<file path="src/rtl/adder_tree_pkg.sv">
// Shared types and default sizing for the adder-tree sequencer slice.
package adder_tree_pkg;

  localparam int DEF_WIDTH      = 17;
  localparam int DEF_LANES      = 32;
  localparam int DEF_TREE_LAT   = 3;
  localparam int DEF_MAX_CHUNKS = 8;

  typedef enum logic [1:0] {
    ACCEPT = 2'd0,
    DRAIN  = 2'd1,
    HOLD   = 2'd2
  } state_t;

  typedef struct packed {
    logic v;
    logic last;
  } tag_t;

  localparam tag_t TAG_IDLE = '{v: 1'b0, last: 1'b0};

endpackage

</file>
<file path="src/rtl/adder_tree_seq_ctrl_tag_pipe.sv">
// Fixed-depth shift register of chunk tags that rides alongside the tree pipeline.
module tag_pipe
  import adder_tree_pkg::*;
#(
  parameter int DEPTH = DEF_TREE_LAT
) (
  input  logic clk,
  input  logic reset,
  input  tag_t din,
  output tag_t dout
);

  tag_t stages [DEPTH];

  // Shift every edge; reset empties the pipe so stale tree sums carry no tag.
  always_ff @(posedge clk) begin
    if (reset) begin
      for (int i = 0; i < DEPTH; i++) begin
        stages[i] <= TAG_IDLE;
      end
    end else begin
      stages[0] <= din;
      for (int i = 1; i < DEPTH; i++) begin
        stages[i] <= stages[i-1];
      end
    end
  end

  assign dout = stages[DEPTH-1];

endmodule

</file>
<file path="src/rtl/adder_tree_seq_ctrl.sv">
// Streams LANES-wide chunks into an external pipelined adder tree, follows them
// with tags, accumulates the per-chunk sums and presents one total per vector.
module adder_tree_seq_ctrl
  import adder_tree_pkg::*;
#(
  parameter  int WIDTH      = DEF_WIDTH,
  parameter  int LANES      = DEF_LANES,
  parameter  int TREE_LAT   = DEF_TREE_LAT,
  parameter  int MAX_CHUNKS = DEF_MAX_CHUNKS,
  localparam int CW         = $clog2(MAX_CHUNKS + 1)
) (
  input  logic                    clk,
  input  logic                    reset,
  input  logic                    in_valid,
  output logic                    in_ready,
  input  logic signed [WIDTH-1:0] in_data [LANES],
  input  logic                    in_last,
  output logic signed [WIDTH-1:0] tree_data [LANES],
  input  logic signed [WIDTH-1:0] tree_sum,
  output logic                    out_valid,
  input  logic                    out_ready,
  output logic signed [WIDTH-1:0] out_sum,
  output logic [CW-1:0]           out_chunks,
  output logic                    out_trunc
);

  state_t                  state;
  logic signed [WIDTH-1:0] acc;
  logic signed [WIDTH-1:0] acc_next;
  logic [CW-1:0]           count;
  logic [CW-1:0]           sum_cnt;
  logic                    accept;
  logic                    at_limit;
  logic                    eff_last;
  tag_t                    tag_in;
  tag_t                    tag_q;
  tag_t                    tag_out;

  assign in_ready = (state == ACCEPT);
  assign accept   = in_valid && in_ready;
  assign at_limit = (count == CW'(MAX_CHUNKS - 1));
  assign eff_last = in_last || at_limit;
  assign tag_in   = accept ? '{v: 1'b1, last: eff_last} : TAG_IDLE;

  // The first summed chunk of a vector replaces whatever acc held before.
  assign acc_next = ((sum_cnt == '0) ? '0 : acc) + tree_sum;

  // Tree input register plus the tag stage that travels with it; bubbles feed zeros.
  always_ff @(posedge clk) begin
    if (reset) begin
      tag_q <= TAG_IDLE;
      for (int i = 0; i < LANES; i++) begin
        tree_data[i] <= '0;
      end
    end else begin
      tag_q <= tag_in;
      for (int i = 0; i < LANES; i++) begin
        tree_data[i] <= accept ? in_data[i] : '0;
      end
    end
  end

  // Tags emerge in the same cycle as the matching tree_sum.
  tag_pipe #(
    .DEPTH (TREE_LAT)
  ) u_tag_pipe (
    .clk   (clk),
    .reset (reset),
    .din   (tag_q),
    .dout  (tag_out)
  );

  // Sequencer: accept chunks, drain the tree until the last tag, then hold the total.
  always_ff @(posedge clk) begin
    if (reset) begin
      state      <= ACCEPT;
      acc        <= '0;
      count      <= '0;
      sum_cnt    <= '0;
      out_valid  <= 1'b0;
      out_sum    <= '0;
      out_chunks <= '0;
      out_trunc  <= 1'b0;
    end else begin
      if (tag_out.v) begin
        acc     <= acc_next;
        sum_cnt <= sum_cnt + CW'(1);
      end
      case (state)
        ACCEPT: begin
          if (accept) begin
            count <= count + CW'(1);
            if (eff_last) begin
              out_trunc <= !in_last && at_limit;
              state     <= DRAIN;
            end
          end
        end
        DRAIN: begin
          if (tag_out.v && tag_out.last) begin
            out_sum    <= acc_next;
            out_chunks <= sum_cnt + CW'(1);
            out_valid  <= 1'b1;
            state      <= HOLD;
          end
        end
        HOLD: begin
          if (out_ready) begin
            out_valid <= 1'b0;
            acc       <= '0;
            count     <= '0;
            sum_cnt   <= '0;
            state     <= ACCEPT;
          end
        end
        default: begin
          state <= ACCEPT;
        end
      endcase
    end
  end

endmodule

</file>
<file path="config.mk">
export PLATFORM = sky130hd
export DESIGN_NAME = adder_tree_seq_ctrl
export DESIGN_NICKNAME = d
export VERILOG_FILES = /design/src/rtl/adder_tree_pkg.sv /design/src/rtl/adder_tree_seq_ctrl_tag_pipe.sv /design/src/rtl/adder_tree_seq_ctrl.sv
export SDC_FILE = /design/constraint.sdc
export NUM_CORES = 1
export LEC_CHECK = 0
export ABC_CLOCK_PERIOD_IN_PS = 3960
export BUFFER_PORTS_ARGS = -buffer_cell sky130_fd_sc_hd__clkbuf_2
export CORE_AREA = 2 2 435 437
export CTS_BUF_LIST = sky130_fd_sc_hd__clkbuf_16
export DETAILED_ROUTE_END_ITERATION = 8
export DIE_AREA = 0 0 437 439
export PLACE_DENSITY = 0.31
export RECOVER_POWER = 50
export SETUP_SLACK_MARGIN = 0.1
export SYNTH_ARGS = -nofsm -noshare
export SYNTH_HDL_FRONTEND = slang
export SYNTH_SLANG_ARGS = --single-unit
</file>
<file path="constraint.sdc">
create_clock -name clk -period 3.96 [get_ports clk]
set_clock_uncertainty 0.2 [all_clocks]
set_input_delay 0.198 -clock clk [delete_from_list [all_inputs] [get_ports clk]]
set_output_delay 0.198 -clock clk [all_outputs]
set_load 0.05 [all_outputs]
</file>
==> flow_summary.ini <==
[power_and_ir_drop]
power-per-cell-area_mw_per_mm2 = 449
p_seq_frac = 0.401
cellLeakagePower_nw = 16.4
proportion_of_power_drawn_by_combinational_gates = 0.158
power.switching_mw = 4.83
intPower_mw = 11.2
total_power_mw = 16.0
max-vdd-ir-drop_uv = 320
power_share_of_the_clock_group = 0.442
netSwitchingFraction = 0.301

[run]
max-cap-violations = 2

[logic_synthesis]
post_synth_num_cell_types = 46
post_synth_edffs = 0
syn_avg_cell_area_um2 = 11.3
postSynthCellCount = 1575
synth-seq-cells = 602
post_synthesis_cell_area_mm2 = 0.0179
yosys_most_used_dff = sky130_fd_sc_hd__dfxtp_1
synth.net_count = 2161
async_flop_share = 0
ys_warn_count = 0
seq_area_frac_synth = 0.674

[route]
drtIter0Drc = 870
vias = 19033
detail_route.first_pass.iterations = 5
antenna_viol_nets_final = 0
route.detailed.wl_per_inst_um = 19.0
drc = 0
vias_per_cell = 3.18
wl_mm = 114

[cts]
clock_tree_from_tritoncts = done
cts_htree_levels = 3
cts_num_sinks = 602
clkSlewWorstSetupHoldPaths_ns = 0.05
post_cts.repair.setup_buffers = 0
clk_lat_worst_skew_ns = 0.68
cts.path.max_buffers = 3
ctsRootBufferMaster = sky130_fd_sc_hd__clkbuf_16
numCtsBuffers = 79

[outcome]
failed_checks = capacitance limit, slew limit
outcome = finished with violations

[global_route]
grtUsageTotal = 0.112
grt.busiest_layer = met2
antenna_found_initial = 38
grt.met1_usage = 0.125
grt.overflow.total = 0
first_global_vias = 19872
pin_count_of_the_biggest_net_entering_global_routing = 197
grt.met3_usage = 0.0579
grtUsageMet2 = 0.178
grt_first_pass_wirelength_mm = 152

[place]
gp_routability_congestion = 0.823
placed_inst_area_mm2 = 0.0264
io_buffers = 1133
dpl_wire_length_mm = 86.3

[worst_hold_path]
min_path_cells = 3
hold_path_startpoint = in_data[184]
hold_path.class = input port to flip-flop

[floorplanning]
io_pins = 1134
rows = 159
initial_core_utilization = 0.0956
design.die.area_mm2 = 0.192
core_area_mm2 = 0.187
die_x_um = 437
fp.dieH_um = 439

[timing]
final_period_minus_worst_setup_slack_ns = 3.67
relSlewSlack = -0.345
final-setup-viol-count = 0
worst_slew_pin_slew_ns = 2.02
achievable-frequency_mhz = 272
timing.final.crit_share = 0.928
hold_violations = 0
totalNegativeSetupSlack_ns = 0
maxSlewViolCount = 41
rsz0062_at_grt = yes

[critical_path]
worstPathBufferInverterCount = 3
cp.arrival_ns = 3.95
sequence_of_cells_on_the_critical_path = inv_1 -> ha_1 -> nor3b_1 -> buf_12 -> nor2b_1 -> ha_1 -> and3_1 -> a221oi_4 -> o21ai_0 -> xor2_1 -> dlygate4sd3_1 -> nand2_1 -> a21oi_1
cp_slowest_stage_delay_ns = 0.57
timing.critical_path.from_type = flip-flop
cp_max_fanout = 17
rr_endpoint = out_sum[7]
critical_path_required_ns = 4.23
number_of_cells_on_the_critical_path = 13
worstSetupPathType = flip-flop to flip-flop
timing.critical_path.slowest_stage_cell = sky130_fd_sc_hd__dlygate4sd3_1
critPathTopFamily = buffers and inverters
critical-path-top-cell-by-count = sky130_fd_sc_hd__ha_1
crit_path_end = out_sum[7]
worst_reg2reg_path_startpoint = sum_cnt[0]
critical_path.endpoint_type = flip-flop
critical_path.startpoint = sum_cnt[0]
reg2reg_slack_ns = 0.29
rr_worst_depth = 13

[cells_and_area]
areaGrowthSynthToFinish_pct = 99.8
layout.cell_area.non_filler_mm2 = 0.0357
final_core_utilization = 0.191
num-nets-final = 3999
final_layout_size_suffix_gt1_frac = 0.216
[through the flow]
stage | hold WS [ns] | setup WS [ns] | std cells
floorplan | 0.0817 | 0.515 | 1575
CTS | 0.00000133 | 0.227 | 5969
global placement | 0.205 | 0.351 | 5080
global route | 0.0347 | 0.0399 | 5973
detailed placement | 0.209 | 0.409 | 5080
finish | 0.0824 | 0.287 | 5976
[Yosys cell counts, types with 2 or more instances]
master / n / area [um^2]
sky130_fd_sc_hd__buf_1: 2 / 7.51
sky130_fd_sc_hd__o21ai_0: 11 / 55.1
sky130_fd_sc_hd__nand2_1: 44 / 165
sky130_fd_sc_hd__a21o_1: 6 / 45.0
sky130_fd_sc_hd__o21a_1: 5 / 37.5
sky130_fd_sc_hd__a21oi_1: 32 / 160
sky130_fd_sc_hd__buf_4: 3 / 22.5
sky130_fd_sc_hd__o31ai_1: 3 / 22.5
sky130_fd_sc_hd__dfxtp_1: 602 / 12100
sky130_fd_sc_hd__and2_1: 2 / 12.5
sky130_fd_sc_hd__a211oi_1: 9 / 67.6
sky130_fd_sc_hd__and3_1: 550 / 3440
sky130_fd_sc_hd__ha_1: 19 / 238
sky130_fd_sc_hd__nor4b_1: 3 / 26.3
sky130_fd_sc_hd__mux2i_1: 12 / 120
sky130_fd_sc_hd__clkbuf_1: 130 / 488
sky130_fd_sc_hd__xnor2_1: 10 / 87.6
sky130_fd_sc_hd__nor2_1: 33 / 124
sky130_fd_sc_hd__inv_1: 8 / 30.0
sky130_fd_sc_hd__a221oi_1: 2 / 17.5
sky130_fd_sc_hd__nand4_1: 7 / 43.8
sky130_fd_sc_hd__nor3b_1: 2 / 15.0
sky130_fd_sc_hd__nand2b_1: 3 / 18.8
sky130_fd_sc_hd__a31o_2: 3 / 26.3
sky130_fd_sc_hd__nor3_1: 7 / 35.0
sky130_fd_sc_hd__nor2b_1: 24 / 150
sky130_fd_sc_hd__xor2_1: 8 / 70.1
sky130_fd_sc_hd__or3_1: 3 / 18.8
sky130_fd_sc_hd__nand3_1: 10 / 50.1
sky130_fd_sc_hd__buf_6: 6 / 67.6
[metal layers]
| layer | routed length [um] | vias up |
|---|---|---|
| met3 | 12700 | 186 |
| met1 | 43700 | 8999 |
| met4 | 4680 | 4 |
| met2 | 52500 | 753 |
| li1 | - | 9091 |
| met5 | 27 | - |
[layout by cell type (no fill, tap or decap), drive strengths merged, types with 4 or more instances in the layout]
cell,n
nor2,33
buf,17
nor2b,24
dlygate4sd3,747
bufinv,4
or3,4
mux2i,12
nand4,7
xnor2,10
diode,7
nand3,10
ha,19
clkinv,37
a21o,6
o21ai,11
clkbuf,1216
nand2,44
a21oi,32
nor3,7
a211oi,9
xor2,8
inv,27
o21a,5
dfxtp,602
a31o,4
o31ai,4
and3,550
[cell families (layout without fill, tap and decap cells)]
| family | count (synthesis) | after routing | share of synthesized area |
|---|---|---|---|
| and+or+nand+nor | 690 | 690 | 0.230 |
| DFF | 602 | 602 | 0.674 |
| buffers and inverters | 151 | 2050 | 0.0356 |
| AOI/OAI and AO/OA | 82 | 82 | 0.0298 |
| adders and majority gates | 20 | 20 | 0.0144 |
| xor gates and xnor gates | 18 | 18 | 0.00882 |
| muxes | 12 | 12 | 0.00672 |
| other | 0 | 7 | 0 |
[power groups by stage]
stage               sequential (mW)  clock, mW  combinational [mW]
finish                         6.43       7.08                2.53
global route                   6.44       7.70                2.67
CTS                            6.42       7.47                2.61
detailed placement             6.55          0                1.97
global placement               6.56          0                1.98
floorplan                      7.34          0               0.347
[area by class of cell]
| type | instances | area, um^2 |
|---|---|---|
| inverter | 8 | 37.5 |
| multi-input combinational | 822 | 5200 |
| clock inverter | 62 | 497 |
| antenna | 7 | 17.5 |
| timing repair buffer | 1900 | 12800 |
| fill | 21063 | 151000 |
| tap | 2495 | 3120 |
| clock buffer | 80 | 2000 |
| sequential | 602 | 12100 |
[worst min path at each step]
stage / endpoint / slack [ns]
3_3_place_gp: out_trunc / 0.20
5_1_grt: tree_data[270] / 0.03
4_1_cts: tree_data[175] / 0.000001
2_1_floorplan: tag_q[1] / 0.08
6_report: tree_data[184] / 0.08
3_5_place_dp: out_trunc / 0.21
[tightest hold or removal path, delay by kind of cell]
| kind | cells | cell delay, ns |
|---|---|---|
| buffers and inverters | 2 | 0.61 |
| AND/OR/NAND/NOR | 1 | 0.13 |
[flip-flops by register name, indices dropped and copies added, names as in the netlist]
name,flops
sum_cnt,4
acc,17
u_tag_pipe.stages,6
tree_data,544
out_trunc,1
state,2
tag_q,2
out_chunks,4
out_valid,1
out_sum,17
count,4
[what timing repair did]
action                                  CTS  global route
resized for setup                         0             2
hold endpoints to repair                601             0
endpoints found under the setup margin    0             3
hold buffers                            747             0
(Power assumes the default switching activity.)
